--- config.mk ---
export PLATFORM = sky130hd
export DESIGN_NAME = word_assembler_flat
export DESIGN_NICKNAME = d
export VERILOG_FILES = /design/src/rtl/word_assembler_if.sv /design/src/rtl/word_assembler.sv /design/src/flat_wrapper.sv
export SDC_FILE = /design/constraint.sdc
export NUM_CORES = 1
export LEC_CHECK = 0
export ABC_AREA = 1
export CELL_PAD_IN_SITES_DETAIL_PLACEMENT = 0
export CELL_PAD_IN_SITES_GLOBAL_PLACEMENT = 1
export CORE_MARGIN = 3
export CORE_UTILIZATION = 43
export DETAILED_ROUTE_END_ITERATION = 12
export PLACE_DENSITY = 0.95
export SLEW_MARGIN = 20
export SYNTH_ARGS = -nofsm -noshare
export SYNTH_HDL_FRONTEND = slang
export SYNTH_SLANG_ARGS = --single-unit
--- constraint.sdc ---
create_clock -name clk -period 22.5 [get_ports clk]
set_clock_uncertainty 0.15 [all_clocks]
set_input_delay 4.5 -clock clk [delete_from_list [all_inputs] [get_ports clk]]
set_output_delay 4.5 -clock clk [all_outputs]
set_load 0.005 [all_outputs]
--- src/rtl/word_assembler_if.sv ---
// Generator-to-hash handshake bundle: character writes and word strobes in, word slot out.
// The master drives the generator-side inputs and out_ready; the slave is the assembler.
interface word_assembler_if #(
  parameter int MAX_CHARS = 16,
  parameter int CW        = 7
);
  logic                   char_wr;
  logic [3:0]             char_offset;
  logic [CW-1:0]          char_value;
  logic                   word_valid;
  logic [31:0]            word_counter;
  logic                   finished;
  logic                   advance_next;
  logic [8*MAX_CHARS-1:0] out_word;
  logic [4:0]             out_len;
  logic [31:0]            out_index;
  logic                   out_valid;
  logic                   out_ready;
  logic                   done;
  logic                   overflow;
  logic                   bad_offset;

  modport master (
    output char_wr, char_offset, char_value, word_valid, word_counter, finished, out_ready,
    input  advance_next, out_word, out_len, out_index, out_valid, done, overflow, bad_offset
  );

  modport slave (
    input  char_wr, char_offset, char_value, word_valid, word_counter, finished, out_ready,
    output advance_next, out_word, out_len, out_index, out_valid, done, overflow, bad_offset
  );
endinterface

--- src/rtl/word_assembler.sv ---
// Collects offset/value character writes into a word and snapshots it into a one-entry output slot.
// Latency: char write -> buffer 1 cycle; word_valid -> out_valid 1 cycle, same-cycle writes bypassed.
// Backpressure: advance_next drops while the slot is full and not accepted; a word arriving then is dropped.
module word_assembler #(
  parameter int MAX_CHARS = 16,
  parameter int CW        = 7
) (
  input logic            clk,
  input logic            reset,
  word_assembler_if.slave bus
);

  typedef enum logic [1:0] {
    COLLECT = 2'd0,
    DRAIN   = 2'd1,
    DONE    = 2'd2
  } state_t;

  localparam logic [4:0] MAX_L = 5'(MAX_CHARS);

  state_t state, state_nxt;

  logic [7:0]             wbuf [MAX_CHARS];
  logic [4:0]             wlen;
  logic [7:0]             nbuf [MAX_CHARS];
  logic [4:0]             nlen;
  logic [4:0]             wr_len;
  logic [8*MAX_CHARS-1:0] nword;

  logic in_collect;
  logic slot_free;
  logic accept;
  logic offset_ok;
  logic wr_ok;
  logic load;
  logic drop;

  assign in_collect = (state == COLLECT);
  assign slot_free  = !bus.out_valid || bus.out_ready;
  assign accept     = bus.out_valid && bus.out_ready;
  assign offset_ok  = ({1'b0, bus.char_offset} < MAX_L);
  assign wr_ok      = in_collect && bus.char_wr && offset_ok;
  assign load       = in_collect && bus.word_valid && slot_free;
  assign drop       = in_collect && bus.word_valid && !slot_free;
  assign wr_len     = {1'b0, bus.char_offset} + 5'd1;

  // Buffer as it will look after this cycle's write; the snapshot reads this so a
  // write coinciding with word_valid lands in the captured word.
  always_comb begin
    nlen  = wlen;
    nword = '0;
    if (wr_ok && (wr_len > wlen)) begin
      nlen = wr_len;
    end
    for (int i = 0; i < MAX_CHARS; i++) begin
      nbuf[i] = wbuf[i];
      if (wr_ok && (bus.char_offset == 4'(i))) begin
        nbuf[i] = 8'(bus.char_value);
      end
      nword[8*i +: 8] = (5'(i) < nlen) ? nbuf[i] : 8'h00;
    end
  end

  always_ff @(posedge clk or posedge reset) begin
    if (reset) begin
      for (int i = 0; i < MAX_CHARS; i++) begin
        wbuf[i] <= 8'h00;
      end
      wlen <= 5'd0;
    end else begin
      for (int i = 0; i < MAX_CHARS; i++) begin
        wbuf[i] <= nbuf[i];
      end
      wlen <= nlen;
    end
  end

  // Output slot: a load wins over a simultaneous accept, keeping out_valid high.
  always_ff @(posedge clk or posedge reset) begin
    if (reset) begin
      bus.out_word   <= '0;
      bus.out_len    <= 5'd0;
      bus.out_index  <= 32'd0;
      bus.out_valid  <= 1'b0;
      bus.overflow   <= 1'b0;
      bus.bad_offset <= 1'b0;
    end else begin
      if (load) begin
        bus.out_word  <= nword;
        bus.out_len   <= nlen;
        bus.out_index <= bus.word_counter;
        bus.out_valid <= 1'b1;
      end else if (accept) begin
        bus.out_valid <= 1'b0;
      end
      if (drop) begin
        bus.overflow <= 1'b1;
      end
      if (in_collect && bus.char_wr && !offset_ok) begin
        bus.bad_offset <= 1'b1;
      end
    end
  end

  always_ff @(posedge clk or posedge reset) begin
    if (reset) begin
      state <= COLLECT;
    end else begin
      state <= state_nxt;
    end
  end

  // With nothing in flight at finish, skip DRAIN so done follows finished by one cycle.
  always_comb begin
    state_nxt = state;
    case (state)
      COLLECT: begin
        if (bus.finished) begin
          state_nxt = (!load && slot_free) ? DONE : DRAIN;
        end
      end
      DRAIN: begin
        if (slot_free) begin
          state_nxt = DONE;
        end
      end
      DONE:    state_nxt = DONE;
      default: state_nxt = COLLECT;
    endcase
  end

  always_comb begin
    bus.advance_next = in_collect && slot_free;
    bus.done         = (state == DONE);
  end

endmodule

--- src/flat_wrapper.sv ---
// flat-port wrapper written by rule: the top's interface ports become plain ports
module word_assembler_flat 
#(
  parameter int MAX_CHARS = 16,
  parameter int CW        = 7
)
  (clk, reset, bus_char_wr, bus_char_offset, bus_char_value, bus_word_valid, bus_word_counter, bus_finished, bus_out_ready, bus_advance_next, bus_out_word, bus_out_len, bus_out_index, bus_out_valid, bus_done, bus_overflow, bus_bad_offset);
  word_assembler_if #(.MAX_CHARS(MAX_CHARS), .CW(CW)) bus_i ();
  input logic clk;
  input logic reset;
  input wire logic [$bits(bus_i.char_wr)-1:0] bus_char_wr;
  input wire logic [$bits(bus_i.char_offset)-1:0] bus_char_offset;
  input wire logic [$bits(bus_i.char_value)-1:0] bus_char_value;
  input wire logic [$bits(bus_i.word_valid)-1:0] bus_word_valid;
  input wire logic [$bits(bus_i.word_counter)-1:0] bus_word_counter;
  input wire logic [$bits(bus_i.finished)-1:0] bus_finished;
  input wire logic [$bits(bus_i.out_ready)-1:0] bus_out_ready;
  output wire logic [$bits(bus_i.advance_next)-1:0] bus_advance_next;
  output wire logic [$bits(bus_i.out_word)-1:0] bus_out_word;
  output wire logic [$bits(bus_i.out_len)-1:0] bus_out_len;
  output wire logic [$bits(bus_i.out_index)-1:0] bus_out_index;
  output wire logic [$bits(bus_i.out_valid)-1:0] bus_out_valid;
  output wire logic [$bits(bus_i.done)-1:0] bus_done;
  output wire logic [$bits(bus_i.overflow)-1:0] bus_overflow;
  output wire logic [$bits(bus_i.bad_offset)-1:0] bus_bad_offset;
  assign bus_i.char_wr = bus_char_wr;
  assign bus_i.char_offset = bus_char_offset;
  assign bus_i.char_value = bus_char_value;
  assign bus_i.word_valid = bus_word_valid;
  assign bus_i.word_counter = bus_word_counter;
  assign bus_i.finished = bus_finished;
  assign bus_i.out_ready = bus_out_ready;
  assign bus_advance_next = bus_i.advance_next;
  assign bus_out_word = bus_i.out_word;
  assign bus_out_len = bus_i.out_len;
  assign bus_out_index = bus_i.out_index;
  assign bus_out_valid = bus_i.out_valid;
  assign bus_done = bus_i.done;
  assign bus_overflow = bus_i.overflow;
  assign bus_bad_offset = bus_i.bad_offset;
  word_assembler #(.MAX_CHARS(MAX_CHARS), .CW(CW)) u_core (.clk(clk), .reset(reset), .bus(bus_i));
endmodule
== Yosys cells after proc, flatten, opt, wreduce, memory -nomap -nowiden ==
Cells that the tools add are included.
Word-level totals
  flip-flop bits (word level): 302
  word-level logic and storage cells: 131
  input port bits: 49
Operators by class
  reduce and logical (&&, ||, !) cells: 32
  multiplexer cells: 39
  add/subtract/negate cells: 1
  order comparisons: 17
  eq/ne operators: 19
Operators with widths (number)
  $mux 8: 32
  $lt 4x5->1 const A: 8
  $eq 4x4->1 const B: 8
  $logic_and 1x1->1: 24
  $lt 3x5->1 const A: 4
  $eq 4x3->1 const B: 4
  $lt 1x5->1 const A: 2
  $lt 2x5->1 const A: 2
  $eq 4x2->1 const B: 2
  $mux 2: 3
  $pmux 2 s3: 1
  $add 4x1->5 const B: 1
  $gt 5x5->1: 1
  $mux 5: 1
  $eq 4x1->1 const B: 1
  $logic_not 4->1: 1
  $logic_not 1->1: 3
  $eq 2x1->1 const B: 1
  $eq 2x2->1 const B: 1
  $logic_not 2->1: 1
  $mux 1: 2
  $ne 2x1->1 const B: 1
  $ne 2x2->1 const B: 1
  $reduce_and 2->1: 1
  other kinds (2): 2

== Logic depth before layout (Yosys ltp) ==
  depth in word-level cells: 8
  mapped depth: 19
  depth with buffers taken out: 16

== Worst setup path before layout ==
No wires, ideal clock.
  path kind: input-to-output
  from: in bus_out_ready
  to: out bus_advance_next
  data arrival time: 4.743 ns
  stages: 2
  data required time: 17.850 ns
  buffers on the path: 0
  path slack: 13.107 ns
  cells stage by stage: nor2_1 nor2_1
On the way
  longest elaborated chain between the ends: 2
RTL lines
  start, declared: RTL line flat_wrapper.sv:17  | input wire logic [$bits(bus_i.out_ready)-1:0] bus_out_ready;
  $logic_or 1x1->1: RTL line word_assembler.sv:39  | assign slot_free = !bus.out_valid || bus.out_ready;
  $logic_and 1x1->1: RTL line word_assembler.sv:133  | bus.advance_next = in_collect && slot_free;
  end, declared: RTL line flat_wrapper.sv:18  | output wire logic [$bits(bus_i.advance_next)-1:0] bus_advance_next;
Every way passes these cells.

== Worst setup path after layout ==
Ends and elaborated chain as after synthesis.

==> impl_metrics.ini <==
[run_status]
status = completed

[detailed_routing]
wirelength_um = 31400
drt_iter0_markers = 603
drcViolationCount = 0
via_per_inst = 4.85
ant_nets = 0
wl_per_cell_um = 15.8
firstDrtPassIters = 5
vias = 9617

[yosys]
yosysTopAreaCell = dfrtp_1
synth_top_area_share_pct = 61.4
ys_top_cells_by_count = nand2_1, dfrtp_1, o21ai_0
synth-edff-count = 0
synthCells = 1390
synthTopCellsByArea = dfrtp_1, nand2_1, o21ai_0
syn-cell-area_mm2 = 0.0123
synthDistinctLibCells = 32
synth-seq-cells = 302
syn_nets = 1452
synth_ff_type = dfrtp_1
synthArstFlopShare_pct = 100
avgSynthCellArea_um2 = 8.86
yosys_warnings = 0
synth-seq-area-share_pct = 61.4
yosysMostFrequentCell = nand2_1

[worst_hold_path]
min_path_type = flip-flop to flip-flop
hold_depth = 2
min_to = u_core.bus.out_index[18]
min_from = u_core.bus.out_index[18]

[floorplan]
start_util_pct = 43.9
core-area_mm2 = 0.0280
die_w_um = 175
die_y_um = 175
rows = 61
die-area_mm2 = 0.0307
io_pins = 219

[cts]
cts_buffer_depth = 3
post_cts_resized = 0
clock-root-buffer = clkbuf_16
post-cts-setup-buffers = 0
cts_tree = done
cts_hold_buf = 0
cts.sinks = 302
path_clk_slew_ns = 0.06
cts_made_buffers = 31
clock_latency_ns = 0.55
htree_levels = 1

[power]
power_mw = 2.25
total_leakage_power_nw = 7.84
powerDensity_mw_per_mm2 = 142
ir_drop_uv = 77.7

[sta]
finalHoldViolCount = 0
holdWs_ns = 0.318
fmax_ghz = 0.0959
slew_viol_final = 0
slew_headroom_pct = 29.8
timing.final.crit_share_pct = 46.3
rsz0062_at_grt = no
setup_viol = 0
finalSetupTns_ns = 0
tightestPinTransition_ns = 1.05
finalCriticalPeriod_ns = 10.42

[critical_path]
reg2regPathDepth = 14
reg2reg_setup_slack_ns = 19.10
cp_max_fo = 4
path_class = primary input to output pin
timing.rr.end = u_core.bus.out_word[51]
end_kind = output pin
startpoint_type = primary input
crit_required_ns = 17.85
r2r_start = u_core.wlen[3]
crit_arrival_ns = 5.77

[place]
place_inst = 1925
dp_hpwl_um = 20000
io_buffers = 217
gp_congestion = 0.823

[layout]
area_growth_pct = 28.4
utilization_pct = 56.4
instances_no_fill = 1982
drive_above_1_share_pct = 5.55
final_nets = 1642

[run]
cap_viol_max_count = 0

[global_route]
antenna_found_initial = 2
grt-ovfl-total = 0
track_usage_pct = 20.6
grt_pass1_vias = 9790
grt_pass1_wl_um = 51500
grt_max_degree = 143
==> flip-flops by register name (all words and copies together), names as in the netlist <==
signal	flops
u_core.bus.out_len	5
u_core.bus.out_valid	1
u_core.wbuf	128
u_core.bus.out_word	128
u_core.bus.out_index	32
u_core.wlen	5
u_core.state	2
u_core.bus.overflow	1
==> where the power goes <==
part	total, mW	internal [mW]	leakage, nW	switching [mW]
Sequential	0.891	0.786	3.84	0.105
Clock	0.528	0.324	0.531	0.204
Combinational	0.832	0.376	3.46	0.456
==> layout by cell type (no fill, tap or decap), types with 6 or more instances in the layout <==
master,count
inv_1,121
clkbuf_8,8
nand4_1,8
clkbuf_16,31
nand3_1,89
nand2_1,489
o21ai_0,128
nor2_1,103
nand2_2,10
or2_2,8
nor3_1,7
clkbuf_1,6
ha_1,13
dfrtp_1,302
clkdlybuf4s50_1,217
a21oi_1,15
o21a_1,7
clkinv_2,6
==> routing by layer <==
layer | up-vias | wire length [µm] | track usage, %
met5 | - | 34 | 0
met4 | 4 | 471 | 4.29
met1 | 4613 | 13900 | 28.2
met3 | 45 | 2010 | 4.80
li1 | 4708 | - | -
met2 | 247 | 14900 | 33.9
==> final cells by class <==
class	instances	area [µm²]
clock inverter	11	159
clock buffer	45	908
tap	378	473
antenna	1	2.50
fill	2501	12200
timing repair buffer	222	2210
multi-input combinational	899	4010
sequential	302	7560
inverter	124	478
==> critical path, stage by stage <==
cell and delay, ns:
clkdlybuf4s50_1 0.40, nor2_1 0.32, nor2_1 0.09, clkdlybuf4s50_1 0.46
==> how the worst max path moves through the flow <==
stage | startpoint | slack [ns] | to
floorplan | reset | 9.50 | u_core.bus.out_index[0]
global placement | bus_out_ready | 12.11 | bus_advance_next
detailed placement | bus_out_ready | 12.08 | bus_advance_next
CTS | bus_out_ready | 12.08 | bus_advance_next
global route | bus_out_ready | 12.05 | bus_advance_next
finish | bus_out_ready | 12.08 | bus_advance_next
==> kinds of logic (layout without fill, tap and decap cells) <==
family	Yosys count	count (layout)	share of synthesized area [%]
buf+inv	189	402	6.09
simple gates	724	724	24.2
other cells	1	2	0.0305
compound gates	158	158	6.78
xor+xnor	3	3	0.213
flops	302	302	61.4
fa+ha+maj	13	13	1.32
==> stage by stage <==
| step | cell area, µm² | setup WS (ns) |
|---|---|---|
| 2_1_floorplan | 12300 | 9.50 |
| 4_1_cts | 15800 | 12.08 |
| 5_1_grt | 15800 | 12.05 |
| 3_3_place_gp | 14700 | 12.11 |
| 3_5_place_dp | 14700 | 12.08 |
| 6_report | 15800 | 12.08 |
Power figures use the tool's default switching activity.
